### src/rtl/mips_pkg.sv
// Shared definitions for the pipelined MIPS core: widths, reset values and
// the fetch-stage state encoding.
package mips_pkg;

    localparam int INSTR_W = 32;
    localparam int ADDR_W  = 32;

    localparam logic [ADDR_W-1:0]  DEFAULT_RESET_PC = 32'h0000_0000;
    localparam logic [INSTR_W-1:0] NOP_INSTR        = 32'h0000_0000;

    typedef enum logic [1:0] {
        ST_FETCH   = 2'd0,
        ST_HOLD    = 2'd1,
        ST_DISCARD = 2'd2
    } fetch_state_t;

    // Restart addresses may come from a raw register value, so force word alignment.
    function automatic logic [ADDR_W-1:0] word_align(input logic [ADDR_W-1:0] addr);
        return addr & ~32'h0000_0003;
    endfunction

endpackage

### src/rtl/if_skid_buffer.sv
// One-entry holding register for an instruction that arrived while decode
// was stalled; drained back into IF/ID when the stall releases.
module if_skid_buffer
    import mips_pkg::*;
(
    input  logic               clk,
    input  logic               rst_n,
    input  logic               load,
    input  logic               clear,
    input  logic [INSTR_W-1:0] load_instr,
    input  logic [ADDR_W-1:0]  load_pc4,
    output logic [INSTR_W-1:0] skid_instr,
    output logic [ADDR_W-1:0]  skid_pc4
);

    // Clear wins so a redirect never leaves a stale wrong-path instruction behind.
    always_ff @(posedge clk or negedge rst_n) begin
        if (!rst_n) begin
            skid_instr <= NOP_INSTR;
            skid_pc4   <= '0;
        end else if (clear) begin
            skid_instr <= NOP_INSTR;
            skid_pc4   <= '0;
        end else if (load) begin
            skid_instr <= load_instr;
            skid_pc4   <= load_pc4;
        end
    end

endmodule

### src/rtl/fetch_stage.sv
// Instruction-fetch stage: owns the PC, runs the req/ack handshake to
// instruction memory and fills the IF/ID register, honouring stalls and redirects.
module fetch_stage
    import mips_pkg::*;
#(
    parameter logic [31:0] RESET_PC = DEFAULT_RESET_PC
)
(
    input  logic        clk,
    input  logic        rst_n,
    output logic        imem_req,
    output logic [31:0] imem_addr,
    input  logic        imem_ack,
    input  logic [31:0] imem_rdata,
    input  logic        stall,
    input  logic        redirect,
    input  logic [31:0] redirect_pc,
    output logic        if_id_valid,
    output logic [31:0] if_id_instr,
    output logic [31:0] if_id_pc4
);

    fetch_state_t state;
    logic [31:0]  pc;
    logic [31:0]  target;
    logic [31:0]  pc_plus4;
    logic [31:0]  rd_pc;
    logic         accept;
    logic         skid_load;
    logic         skid_clear;
    logic [31:0]  skid_instr;
    logic [31:0]  skid_pc4;

    assign imem_req  = (state != ST_HOLD);
    assign imem_addr = pc;
    assign pc_plus4  = pc + 32'd4;
    assign rd_pc     = word_align(redirect_pc);

    always_comb begin
        accept     = !if_id_valid || !stall;
        skid_load  = (state == ST_FETCH) && imem_ack && !redirect && !accept;
        skid_clear = (state == ST_HOLD) && redirect;
    end

    if_skid_buffer u_skid (
        .clk        (clk),
        .rst_n      (rst_n),
        .load       (skid_load),
        .clear      (skid_clear),
        .load_instr (imem_rdata),
        .load_pc4   (pc_plus4),
        .skid_instr (skid_instr),
        .skid_pc4   (skid_pc4)
    );

    // A request in flight when a redirect lands must still be retired by its
    // ack; ST_DISCARD swallows that response and remembers the newest target.
    always_ff @(posedge clk or negedge rst_n) begin
        if (!rst_n) begin
            state       <= ST_FETCH;
            pc          <= RESET_PC;
            target      <= '0;
            if_id_valid <= 1'b0;
            if_id_instr <= NOP_INSTR;
            if_id_pc4   <= '0;
        end else begin
            case (state)
                ST_FETCH: begin
                    if (redirect) begin
                        if_id_valid <= 1'b0;
                        if (imem_ack) begin
                            pc <= rd_pc;
                        end else begin
                            target <= rd_pc;
                            state  <= ST_DISCARD;
                        end
                    end else if (imem_ack) begin
                        pc <= pc_plus4;
                        if (accept) begin
                            if_id_valid <= 1'b1;
                            if_id_instr <= imem_rdata;
                            if_id_pc4   <= pc_plus4;
                        end else begin
                            state <= ST_HOLD;
                        end
                    end else if (!stall) begin
                        if_id_valid <= 1'b0;
                    end
                end
                ST_HOLD: begin
                    if (redirect) begin
                        pc          <= rd_pc;
                        if_id_valid <= 1'b0;
                        state       <= ST_FETCH;
                    end else if (!stall) begin
                        if_id_valid <= 1'b1;
                        if_id_instr <= skid_instr;
                        if_id_pc4   <= skid_pc4;
                        state       <= ST_FETCH;
                    end
                end
                ST_DISCARD: begin
                    if_id_valid <= 1'b0;
                    if (imem_ack) begin
                        pc    <= redirect ? rd_pc : target;
                        state <= ST_FETCH;
                    end else if (redirect) begin
                        target <= rd_pc;
                    end
                end
                default: begin
                    state <= ST_FETCH;
                end
            endcase
        end
    end

endmodule

### config.mk
export PLATFORM = sky130hd
export DESIGN_NAME = fetch_stage
export DESIGN_NICKNAME = d
export VERILOG_FILES = /design/src/rtl/mips_pkg.sv /design/src/rtl/if_skid_buffer.sv /design/src/rtl/fetch_stage.sv
export SDC_FILE = /design/constraint.sdc
export NUM_CORES = 1
export LEC_CHECK = 0
export ABC_AREA = 1
export CAP_MARGIN = 20
export CORE_AREA = 2 2 123 125
export DETAILED_ROUTE_END_ITERATION = 16
export DIE_AREA = 0 0 125 127
export DONT_BUFFER_PORTS = 1
export PLACE_DENSITY = 0.84
export SYNTH_ARGS = -nofsm -noshare
export SYNTH_HDL_FRONTEND = slang
export SYNTH_SLANG_ARGS = --single-unit
### constraint.sdc
create_clock -name clk -period 3.07 [get_ports clk]
set_clock_uncertainty 0.1 [all_clocks]
set_input_delay 0.614 -clock clk [delete_from_list [all_inputs] [get_ports clk]]
set_output_delay 0.614 -clock clk [all_outputs]
set_load 0.02 [all_outputs]
== After elaboration in Yosys (flattened, before gate mapping) ==
Cells that the tools add are included.
Storage, ports and cells
  bits in registers: 195
  input port bits: 69
  output and inout bits: 98
  word-level logic and storage cells: 89
Cells by class
  add/subtract/negate cells: 1
  equality and inequality tests: 19
  mux-type cells: 42
  reductions and logical operators: 19
Operators with widths (number)
  $mux 32: 23
  $pmux 32 s2: 3
  $pmux 32 s3: 1
  $add 32x3->32 const B: 1
  $ne 2x2->1 const B: 10
  $mux 2: 7
  $ne 3x3->1 const B: 4
  $reduce_and 4->1: 3
  $ne 4x4->1 const B: 2
  $mux 1: 6
  $pmux 2 s3: 1
  $reduce_and 6->1: 1
  $reduce_bool 2->1: 3
  $reduce_and 5->1: 1
  $logic_and 1x1->1: 4
  $logic_not 1->1: 4
  $pmux 1 s3: 1
  $reduce_bool 3->1: 1
  $eq 2x1->1 const B: 1
  $eq 2x2->1 const B: 1
  $logic_not 2->1: 1
  $ne 2x1->1 const B: 1
  $logic_or 1x1->1: 1

== Depth between registers and ports, before layout ==
  word-level depth: 6
  depth in mapped cells: 12
  mapped depth without buffers: 12

== Hierarchy ==
Synthesis repeated with hierarchy kept, for this count alone.
Unflattened totals
  cells, all modules: 1284
  area total of the unflattened synthesis: 9879.5 um^2
Modules (own cells, without submodules)
  fetch_stage: times used 1, cells each 1007, area an instance 7349.5 um^2
  if_skid_buffer: times used 1, cells each 277, area an instance 2529.9 um^2

== Least setup slack after synthesis ==
OpenSTA, ideal clock, no wires.
  kind: reg-to-output
  from: reg state[1]
  to: out imem_req
  data arrival time: 1.151 ns
  required time: 2.356 ns
  path slack: 1.205 ns
  stages on the path, launching flop included: 5
  path buffers: 1
  path through: dfrtp_1 inv_1 ha_1 inv_2 clkbuf_1
On the way
  longest elaborated chain between the ends: 1
Ends and longest elaborated chain
  start: declaration: line fetch_stage.sv:23  | fetch_state_t state;
  start signal: assignment: line fetch_stage.sv:60  | state <= ST_FETCH;
  start signal: assignment: line fetch_stage.sv:75  | state <= ST_DISCARD;
  start signal: assignment: line fetch_stage.sv:84  | state <= ST_HOLD;
  $ne 2x1->1: line fetch_stage.sv:34  | assign imem_req = (state != ST_HOLD);
  end: declaration: line fetch_stage.sv:11  | output logic imem_req,
No other way between the ends.

== Worst setup path after layout ==
  from: reg state[0]
  to: reg u_skid.skid_instr[14]
On the way
  longest elaborated chain between the ends: 5
Ends and longest elaborated chain
  $logic_not 2->1: line fetch_stage.sv:41  | skid_load = (state == ST_FETCH) && imem_ack && !redirect && !accept;
  $logic_and 1x1->1 (3 in a row): line fetch_stage.sv:41
  $reduce_bool 2->1 (no line)
  end signal: assignment: line if_skid_buffer.sv:25  | skid_instr <= load_instr;
  end: declaration: line if_skid_buffer.sv:12  | output logic [INSTR_W-1:0] skid_instr,
Parallel ways exist; a longest one is shown, timed or not.
A chain may end at the register's enable or synchronous reset.

==> results by group <==
Run status
  • Status: finished with violations
  • Failing checks: hold timing

Yosys
  • Simple-Gate Fraction of Synth Area: 0.2363
  • Total number of yosys warnings: 0
  • XOR/XNOR Fraction of Synth Area: 0.01215
  • Post-synthesis cell count: roughly 1200
  • EDFF count, synth: 0
  • Mux cell area share after synthesis: 0.001151
  • Post-synthesis compound-gate area fraction: 0.1811
  • Syn Nets: roughly 1300
  • Seq cells post-synth: between 150 and 200
  • Post-Syn Area: 9783 sq um
  • Largest family of logic cells by synthesized area: simple AND/OR/NAND/NOR gates
  • Post-Syn Area per Cell: ~8 sq um
  • Post-synth ARST share: 1.000
  • Adder-Cell Fraction of Synth Area: 0.006395
  • Synth cell types: 38
  • Seq/Total Area, Yosys: 0.4988
  • Largest area contributor in the netlist: dfrtp_1
  • Top post-synthesis cells by area: dfrtp_1 50%, nand2_1 15%, o21ai_0 3.9%
  • Synth top area share: 0.4988
  • Commonest register cell after synthesis: dfrtp_1

Floorplanning
  • Initial core utilization: 0.6783
  • I/O pins: 167
  • Die Ht: between 100 and 150 um
  • Core area: about 14000 sq um
  • Chip width: roughly 130 um
  • Die ar.: 15880 sq um
  • Row cnt: between 40 and 50

Timing
  • Final setup fails: 0
  • Hold_ws: -234.2 ps
  • Max-slew violations: 0
  • Min cycle time layout: ~2700 ps
  • RSZ-0062 raised after global routing: no
  • Fin crit share: 0.8821
  • Final hold violations: approximately 200
  • Slew @ Worst Pin: ~950 ps
  • Achievable Freq: 0.3693 GHz
  • Setup_tns: 0 ps
  • Relative slew margins: 0.3665

Power and ir drop
  • Leakage power: approximately 4.7 nW
  • Total chip power: about 12 mW
  • Power density cells: approximately 1100 nW/um^2
  • Maximum vdd drop: between 600 and 700 uV

Critical path
  • CP Launch Type: flop
  • Crit Path Category: reg2reg
  • Critical Path RT: ~3300 ps
  • Worst Path Arrival: between 2000 and 3000 ps
  • Crit path capture type: flop
  • CP max FO: 54

Hold path
  • Worst hold-check path type: in2async

Finish
  • Post-Layout Inst Area: 10340 sq um
  • Final Core Density: 0.7169
  • Fill cells: ~1100
  • Diodes inserted: 0
  • Layout net count: ~1200
  • Share of post-route cells with drive strength above 1: 0.08511
  • Layout area overhead: 5.691%

Clock tree
  • Root buffer cell: clkbuf_16
  • Resized Gates After CTS: 0
  • # Post-CTS Setup Buffers: 0
  • CTS tree: done
  • Longest Clk Path Bufs: 2
  • Clock edge transition at the registers on the reported setup and hold paths: 70 ps
  • Clock Sink Count: a little under 200
  • H-tree Lvls: 4
  • CTS Buf Count: 17
  • Worst-Skew Late Latency: roughly 440 ps

Global route
  • Grt total ovfl: 0
  • Overall global routing resource usage: 0.3085
  • Number of global-route vias before repair: roughly 7600
  • Antenna violations before repair: 0
  • First-pass GRT wire length: ~39000 um
  • Largest net degree at the start of global routing: 196

Place
  • Dpl hpwl: 16130 um
  • Count of input and output buffers: 0
  • Area after DPL: approximately 9800 sq um
  • Routability congestion estimate: 0.9280

Flow run
  • # Max-Cap Violations: 0

Routing
  • DR vias: between 8000 and 9000
  • DR WL/cell: ~18 um
  • DR DRC count: 0
  • Antenna viol nets, final: 0
  • DR vias/cell: just over 6
  • TritonRoute pass-1 iters: 8
  • Starting DRT DRC Count: 665
  • Routed wire length: roughly 24000 um
## state kept, by name, summed over array words and instances (netlist names)
name / cells
u_skid.skid_instr: 32
if_id_pc4: 32
if_id_valid: 1
target: 32
state: 2
u_skid.skid_pc4: 32
imem_addr: 32
if_id_instr: 32
## layout by cell type (no fill, tap or decap), drive strengths merged
cell,n
a221oi,1
and2,5
clkinvlp,2
nor2,102
or2,1
a32o,32
o211ai,9
o21a,5
a21oi,90
dfrtp,195
clkbuf,19
o31ai,1
nand4,2
inv,78
xor2,10
a31oi,38
buf,13
xnor2,1
nand2,392
o22ai,2
mux2,1
nand3,61
a22oi,13
nand3b,1
o21ai,89
clkinv,7
ha,5
## final cells by class
type	count	area [sq um]	share of cell area
timing repair buffer	13	97.59	0.009439
tap	184	230.2	0.02227
clock buffer	19	452.9	0.04380
sequential	195	4880	0.4719
multi-input combinational	861	4279	0.4138
inverter	74	280.3	0.02711
clock inverter	13	120.1	0.01162
## report_power, final
part           switching [mW]  internal (mW)
Sequential               1.73           3.68
Combinational            2.68           1.44
Clock                    1.04           1.11
Total                    5.44           6.22
## routing by layer
| metal | share of wire | GRT usage | wire length (um) |
|---|---|---|---|
| met3 | 0.11 | 0.09422 | 2565 |
| met1 | 0.41 | 0.4226 | 10050 |
| met4 | 0.037 | 0.1301 | 903 |
| met2 | 0.44 | 0.4632 | 10780 |
| met5 | 0 | 0 | 0 |
## cells by family after synthesis
logic type | after synthesis
simple gates | 564
compound gates | 280
flops | 195
buf+inv | 146
xor+xnor | 11
fa+ha+maj | 5
mux | 1
## critical path: stages, from the launching register on
cell and delay (ps):
dfrtp_1 420, inv_1 100, ha_1 230, inv_2 90, nor2_4 350, nand2_1 120
nand2_1 330, inv_2 460, a32o_1 370
## cells in the mapped netlist, drive strengths merged, types with 5 or more instances
cell / number
nand2: 392
dfrtp: 195
nor2: 102
a21oi: 90
o21ai: 89
inv: 74
nand3: 61
a31oi: 38
buf: 38
clkbuf: 34
a32o: 32
a22oi: 13
xor2: 10
o211ai: 9
and2: 5
ha: 5
o21a: 5
## stage by stage
step | setup WS, ps | cells | hold WS [ps]
floorplan | 1205 | 1202 | 218.4
global placement | 447.4 | 1327 | 222.0
detailed placement | 388.7 | 1327 | 222.0
CTS | 380.1 | 1359 | -244.4
global route | 161.0 | 1359 | -249.2
finish | 362.0 | 1359 | -234.2
## final timing paths
path                                  from                    end  slack [ps]  cells after the start
min in group clk           redirect_pc[29]             target[29]         190                      2
max reg2reg                       state[0]  u_skid.skid_instr[14]         360                      8
min                                  rst_n         if_id_instr[8]        -230                      0
min reg2reg                     target[14]             target[14]         380                      2
max                               state[0]  u_skid.skid_instr[14]         360                      8
max in group asynchronous            rst_n          if_id_pc4[14]        2770                      0
(Power assumes the default switching activity.)
